==> config.mk <==
export PLATFORM = sky130hd
export DESIGN_NAME = eth_hdr_insert
export DESIGN_NICKNAME = d
export VERILOG_FILES = /design/src/rtl/eth_hdr_insert_pkg.sv /design/src/rtl/eth_hdr_insert_ctrl.sv /design/src/rtl/eth_hdr_insert.sv
export SDC_FILE = /design/constraint.sdc
export NUM_CORES = 1
export LEC_CHECK = 0
export ABC_AREA = 1
export BUFFER_PORTS_ARGS = -buffer_cell sky130_fd_sc_hd__buf_4
export CORE_AREA = 2 2 461 463
export DETAILED_ROUTE_END_ITERATION = 10
export DIE_AREA = 0 0 463 465
export HOLD_SLACK_MARGIN = 0.03
export PLACE_DENSITY = 0.3
export SLEW_MARGIN = 20
export SYNTH_ARGS = -nofsm -noshare
export SYNTH_HDL_FRONTEND = slang
export SYNTH_SLANG_ARGS = --single-unit
==> constraint.sdc <==
create_clock -name clk -period 1.45 [get_ports clk]
set_clock_uncertainty 0.2 [all_clocks]
set_input_delay 0.0725 -clock clk [delete_from_list [all_inputs] [get_ports clk]]
set_output_delay 0.0725 -clock clk [all_outputs]
set_load 0.005 [all_outputs]
==> src/rtl/eth_hdr_insert_pkg.sv <==
// Shared widths, the Ethernet header layout and the output-mux select used by
// the transmit framer.
package eth_hdr_insert_pkg;

    localparam int MAC_INTERFACE_W = 512;
    localparam int MAC_PADBYTES_W  = 6;
    localparam int MTU_SIZE_W      = 16;
    localparam int MAC_BYTES       = MAC_INTERFACE_W / 8;

    localparam int ETH_HDR_BYTES = 14;
    localparam int ETH_HDR_W     = ETH_HDR_BYTES * 8;
    localparam int BODY_W        = MAC_INTERFACE_W - ETH_HDR_W;

    typedef struct packed {
        logic [47:0] dst_mac;
        logic [47:0] src_mac;
        logic [15:0] eth_type;
    } eth_hdr;

    typedef enum logic [2:0] {
        SEL_ZERO,
        SEL_HDR_ONLY,
        SEL_HDR_IN,
        SEL_CARRY_IN,
        SEL_CARRY_FLUSH
    } out_sel_e;

endpackage

==> src/rtl/eth_hdr_insert_ctrl.sv <==
// Framing FSM: decides valid/ready/last/padbytes, register loads and the
// output mux select. Payload beats pass through combinationally in FIRST/BODY.
//
// state    | meaning
// IDLE     | waiting for a header
// HDR_ONLY | emitting a header-only frame
// FIRST    | first payload beat, header in front
// BODY     | later payload beats, previous tail in front
// FLUSH    | emitting leftover tail bytes after the final input beat
module eth_hdr_insert_ctrl
    import eth_hdr_insert_pkg::*;
(
    input  logic                      clk,
    input  logic                      rst,
    input  logic                      hdr_val,
    input  logic                      size_zero,
    input  logic                      src_val,
    input  logic                      src_last,
    input  logic [MAC_PADBYTES_W-1:0] src_padbytes,
    input  logic [MAC_PADBYTES_W-1:0] p_reg,
    input  logic                      dst_rdy,
    output logic                      hdr_rdy,
    output logic                      src_rdy,
    output logic                      dst_val,
    output logic                      dst_last,
    output logic [MAC_PADBYTES_W-1:0] dst_padbytes,
    output out_sel_e                  sel,
    output logic                      hdr_load,
    output logic                      carry_load,
    output logic                      p_load
);

    typedef enum logic [2:0] {IDLE, HDR_ONLY, FIRST, BODY, FLUSH} state_e;

    localparam logic [MAC_PADBYTES_W-1:0] HDR_BYTES_P = MAC_PADBYTES_W'(ETH_HDR_BYTES);
    localparam logic [MAC_PADBYTES_W-1:0] TAIL_PAD    = MAC_PADBYTES_W'(MAC_BYTES - ETH_HDR_BYTES);

    state_e state;
    logic   in_payload;
    logic   beat_hs;
    logic   fits_last;

    always_comb begin
        in_payload   = (state == FIRST) || (state == BODY);
        beat_hs      = in_payload && src_val && dst_rdy;
        // Enough padding on the last input beat to absorb the 14-byte shift.
        fits_last    = src_padbytes >= HDR_BYTES_P;
        hdr_rdy      = 1'b0;
        src_rdy      = 1'b0;
        dst_val      = 1'b0;
        dst_last     = 1'b0;
        dst_padbytes = '0;
        sel          = SEL_ZERO;
        case (state)
            IDLE: hdr_rdy = 1'b1;
            HDR_ONLY: begin
                dst_val      = 1'b1;
                dst_last     = 1'b1;
                dst_padbytes = TAIL_PAD;
                sel          = SEL_HDR_ONLY;
            end
            FIRST, BODY: begin
                dst_val = src_val;
                src_rdy = dst_rdy;
                sel     = (state == FIRST) ? SEL_HDR_IN : SEL_CARRY_IN;
                if (src_last && fits_last) begin
                    dst_last     = 1'b1;
                    dst_padbytes = src_padbytes - HDR_BYTES_P;
                end
            end
            FLUSH: begin
                dst_val      = 1'b1;
                dst_last     = 1'b1;
                dst_padbytes = TAIL_PAD + p_reg;
                sel          = SEL_CARRY_FLUSH;
            end
            default: ;
        endcase
        hdr_load   = (state == IDLE) && hdr_val;
        carry_load = beat_hs;
        p_load     = beat_hs && src_last && !fits_last;
    end

    always_ff @(posedge clk) begin
        if (rst) begin
            state <= IDLE;
        end else begin
            case (state)
                IDLE:     if (hdr_val) state <= size_zero ? HDR_ONLY : FIRST;
                HDR_ONLY: if (dst_rdy) state <= IDLE;
                FIRST, BODY: begin
                    if (src_val && dst_rdy) begin
                        if (!src_last)     state <= BODY;
                        else if (fits_last) state <= IDLE;
                        else               state <= FLUSH;
                    end
                end
                FLUSH:    if (dst_rdy) state <= IDLE;
                default:  state <= IDLE;
            endcase
        end
    end

endmodule

==> src/rtl/eth_hdr_insert.sv <==
// Transmit framer top: prepends the Ethernet header to the payload stream and
// realigns payload bytes behind it; holds the header, tail carry and pad latch.
module eth_hdr_insert
    import eth_hdr_insert_pkg::*;
(
    input  logic                       clk,
    input  logic                       rst,
    input  eth_hdr                     src_eth_insert_eth_hdr,
    input  logic [MTU_SIZE_W-1:0]      src_eth_insert_data_size,
    input  logic                       src_eth_insert_hdr_val,
    output logic                       eth_insert_src_hdr_rdy,
    input  logic                       src_eth_insert_data_val,
    input  logic [MAC_INTERFACE_W-1:0] src_eth_insert_data,
    input  logic                       src_eth_insert_data_last,
    input  logic [MAC_PADBYTES_W-1:0]  src_eth_insert_data_padbytes,
    output logic                       eth_insert_src_data_rdy,
    output logic                       eth_insert_dst_data_val,
    output logic [MAC_INTERFACE_W-1:0] eth_insert_dst_data,
    output logic                       eth_insert_dst_data_last,
    output logic [MAC_PADBYTES_W-1:0]  eth_insert_dst_data_padbytes,
    input  logic                       dst_eth_insert_data_rdy
);

    logic [ETH_HDR_W-1:0]      hdr_reg;
    logic [ETH_HDR_W-1:0]      carry_reg;
    logic [MAC_PADBYTES_W-1:0] p_reg;
    out_sel_e                  sel;
    logic                      hdr_load;
    logic                      carry_load;
    logic                      p_load;

    eth_hdr_insert_ctrl u_ctrl (
        .clk          (clk),
        .rst          (rst),
        .hdr_val      (src_eth_insert_hdr_val),
        .size_zero    (src_eth_insert_data_size == '0),
        .src_val      (src_eth_insert_data_val),
        .src_last     (src_eth_insert_data_last),
        .src_padbytes (src_eth_insert_data_padbytes),
        .p_reg        (p_reg),
        .dst_rdy      (dst_eth_insert_data_rdy),
        .hdr_rdy      (eth_insert_src_hdr_rdy),
        .src_rdy      (eth_insert_src_data_rdy),
        .dst_val      (eth_insert_dst_data_val),
        .dst_last     (eth_insert_dst_data_last),
        .dst_padbytes (eth_insert_dst_data_padbytes),
        .sel          (sel),
        .hdr_load     (hdr_load),
        .carry_load   (carry_load),
        .p_load       (p_load)
    );

    always_ff @(posedge clk) begin
        if (rst) begin
            hdr_reg   <= '0;
            carry_reg <= '0;
            p_reg     <= '0;
        end else begin
            if (hdr_load)   hdr_reg   <= src_eth_insert_eth_hdr;
            if (carry_load) carry_reg <= src_eth_insert_data[ETH_HDR_W-1:0];
            if (p_load)     p_reg     <= src_eth_insert_data_padbytes;
        end
    end

    always_comb begin
        case (sel)
            SEL_HDR_ONLY:    eth_insert_dst_data = {hdr_reg, {BODY_W{1'b0}}};
            SEL_HDR_IN:      eth_insert_dst_data = {hdr_reg, src_eth_insert_data[MAC_INTERFACE_W-1:ETH_HDR_W]};
            SEL_CARRY_IN:    eth_insert_dst_data = {carry_reg, src_eth_insert_data[MAC_INTERFACE_W-1:ETH_HDR_W]};
            SEL_CARRY_FLUSH: eth_insert_dst_data = {carry_reg, {BODY_W{1'b0}}};
            default:         eth_insert_dst_data = '0;
        endcase
    end

endmodule
==> results_dict.tcl <==
set metrics [dict create \
    crit_type "register to primary output" \
    rsz0062_at_grt "true" \
    rr_endpoint "carry_reg[6]" \
    use_met1_pct 18.7 \
    path_cells "inv_2 > nor2_4 > buf_12 > inv_12 > o21ai_4 > buf_12 > buf_16 > nand2_1 > o21ai_4 > buf_4" \
    io_buffers 1173 \
    grt.busiest_layer "met2" \
    yosysUniqueCellTypes 26 \
    ioPinCount 1174 \
    drive_above_1_share_pct 42.9 \
    tightest_slew_ns 0.497 \
    peakVddDrop_uv 894 \
    rows 169 \
    final-setup-viol-count 755 \
    final.period_utilization_pct 172 \
    tritoncts "built" \
    synth_nets 2829 \
    ys_seq_area_share_pct 36.4 \
    grt_pass1_vias 20200 \
    slowest_delay_ns 0.33 \
    use_met2_pct 25.3 \
    die_w_um 463 \
    fp.dieArea_um2 215000 \
    cts.sinks 233 \
    worst_slack_ns -1.05 \
    htree_levels 1 \
    cts_buffers 30 \
    p_leak_nw 16.1 \
    min_to "carry_reg[66]" \
    core_um2 211000 \
    reg2reg_depth 10 \
    ys_ff_latch 233 \
    power_density_nw_per_um2 1330 \
    hold_depth 4 \
    ys_async_sr_fraction_pct 0 \
    grt_util_met3_pct 2.94 \
    slew_headroom_pct 66.8 \
    synth_top_area_share_pct 36.4 \
    worst-path-buf-inv 6 \
    clk_latency_ns 0.59 \
    synth-main-ff-cell "dfxtp_1" \
    final_nets 4391 \
    cp-start-kind "register" \
    area_delta_synth_final_pct 149 \
    synth.area.top_cells "dfxtp_1, nor2_1, inv_1, o21ai_0, o21ai_1" \
    vias_per_cell 2.97 \
    r2r_slack_ns -0.53 \
    yosysTopAreaCell "dfxtp_1" \
    fmax_ghz 0.400 \
    synthCells 2175 \
    clk_pin_slew_ns 0.06 \
    grtUsageTotal_pct 14.4 \
    maxCapViolCount 0 \
    initial_core_util_pct 6.07 \
    min_from "src_eth_insert_data[66]" \
    hold_violations 0 \
    antenna_found_initial 86 \
    drv_slew 0 \
    nFillCells 24600 \
    critical_path_required_ns 1.18 \
    crit_family "buffers and inverters" \
    drc 0 \
    cts-root-buf "clkbuf_16" \
    clockBufferDepth 3 \
    ys_warn_count 0 \
    path_max_fanout 13 \
    dp_hpwl_um 145000 \
    period_needed_ns 2.50 \
    drt_wl_total_um 164000 \
    cp-end-kind "primary output" \
    crit_arrival_ns 2.23 \
    cp-startpoint "u_ctrl.state[1]" \
    dr_total_vias 19600 \
    dieHeight_um 465 \
    overflow 0 \
    post_drt_wl_per_cell_um 24.8 \
    violations "setup timing" \
    gp_congestion 0.921 \
    reg2reg_from "u_ctrl.state[1]" \
    syn_area_per_cell_um2 5.89 \
    multi_input_area_um2 6370 \
    syn-cell-area_um2 12800 \
    grt_pass1_wl_um 208000 \
    synth-edff-count 0 \
    hold_class "input pin to register" \
    final_util_pct 15.1 \
    antenna_left 0 \
    cp_slowest_cell "dfxtp_2" \
    first_pass_iters 5 \
    drt_iter0_drc 800 \
    regArea_um2 4670 \
    grt_max_degree 64 \
    dpl_worst_slack_ns -0.793 \
    status "finished, violations left" \
]
==> cell type report <==
| cell class | instances | area share [%] |
|---|---|---|
| repair buffers | 1671 | 44.7 |
| multi-input cells | 1272 | 20.0 |
| flip-flops and latches | 233 | 14.7 |
| well taps | 2821 | 11.1 |
| inverters | 529 | 6.32 |
| clock buffers | 43 | 2.63 |
| clock inverters | 10 | 0.475 |
| diodes | 16 | 0.126 |
==> repair_timing <==
action / in CTS / in global routing
endpoints found under the setup margin: 755 / 755
endpoints found under the hold margin: 233 / 0
pin swaps: 4 / 3
setup buffers: 10 / 3
hold buffers: 279 / 0
resized for setup: 97 / 196
cloned: 3 / 8
==> stage by stage <==
stage	setup TNS [ns]	power (mW)	std cells	hold slack (ns)	area, µm²
final	-501.90	42.4	6595	0.0655	31900
after floorplan	-4.51	16.0	2175	-0.0584	13000
after detailed placement	-200.89	32.0	6223	0.121	26600
after global placement	-202.48	32.0	6223	0.109	26600
after CTS	-544.94	41.8	6568	0.0303	30800
after global routing	-589.91	45.1	6587	0.0637	31800
==> worst reg2reg max path, stage by stage (launching register included) <==
cell and delay (ns):
dfxtp_2 0.33, inv_2 0.05, nor2_4 0.11, buf_4 0.12, buf_4 0.11, nand2_4 0.05
buf_4 0.18, buf_12 0.18, o21ai_0 0.34, buf_4 0.17, nor2_1 0.03
==> report_power, final <==
group | switching [mW] | internal (mW) | leakage, nW | total (mW)
Sequential | 0.508 | 7.70 | 1.91 | 8.20
Combinational | 14.7 | 11.7 | 13.7 | 26.4
Clock | 3.27 | 4.56 | 0.484 | 7.83
Total | 18.5 | 23.9 | 16.1 | 42.4
==> placed cells by master (no fill, tap or decap), types with 3 or more instances in the layout <==
cell / count
dfxtp_1: 230
o21ai_4: 15
inv_1: 522
buf_16: 12
o21ai_1: 84
nand3_1: 6
dlygate4sd3_1: 279
o21ai_2: 73
nand2_4: 38
xnor2_1: 3
nor2_1: 620
dfxtp_2: 3
clkbuf_1: 9
inv_6: 4
a21oi_1: 115
diode_2: 16
nor2_2: 15
nand2_1: 90
o21ai_0: 173
nor2_4: 15
nand2_2: 8
clkbuf_8: 4
inv_2: 3
buf_6: 39
buf_12: 37
clkbuf_16: 38
buf_4: 1294
bufinv_16: 3
==> cells in the mapped netlist (2+ instances only) <==
master / count
o21ai_1: 145
dfxtp_1: 233
xnor2_1: 3
nor3_1: 2
buf_6: 8
clkbuf_1: 50
inv_1: 524
a22o_1: 2
nand4_1: 2
o211ai_1: 2
ha_1: 2
buf_4: 3
inv_2: 5
nand2_1: 136
o21ai_0: 199
a21oi_1: 115
nand3_1: 8
nor2_1: 649
buf_2: 80
==> worst max-delay path by stage <==
stage | to | cells past startpoint | slack (ns)
4_1_cts | eth_insert_dst_data[475] | 10 | -1.17
3_3_place_gp | eth_insert_dst_data[475] | 9 | -0.78
2_1_floorplan | eth_insert_dst_data[476] | 7 | -0.03
3_5_place_dp | eth_insert_dst_data[475] | 9 | -0.79
5_1_grt | eth_insert_dst_data[475] | 9 | -1.17
6_report | eth_insert_dst_data[475] | 10 | -1.05
==> kinds of logic (layout without fill, tap and decap cells) <==
group | after synthesis | count (layout) | share of synthesized area [%]
and+or+nand+nor | 801 | 801 | 23.8
buffers and inverters | 670 | 2253 | 21.0
AOI/OAI and AO/OA | 466 | 466 | 18.4
DFF | 233 | 233 | 36.4
xor gates and xnor gates | 3 | 3 | 0.205
adders and majority gates | 2 | 2 | 0.195
other | 0 | 16 | 0
==> per-layer routing <==
layer	part of all wire (%)	routed length, µm
met1	45	73700
met2	48	78900
met3	5.3	8690
met4	1.4	2340
met5	0.026	43
Note: power is estimated with default switching activity, not from simulation.
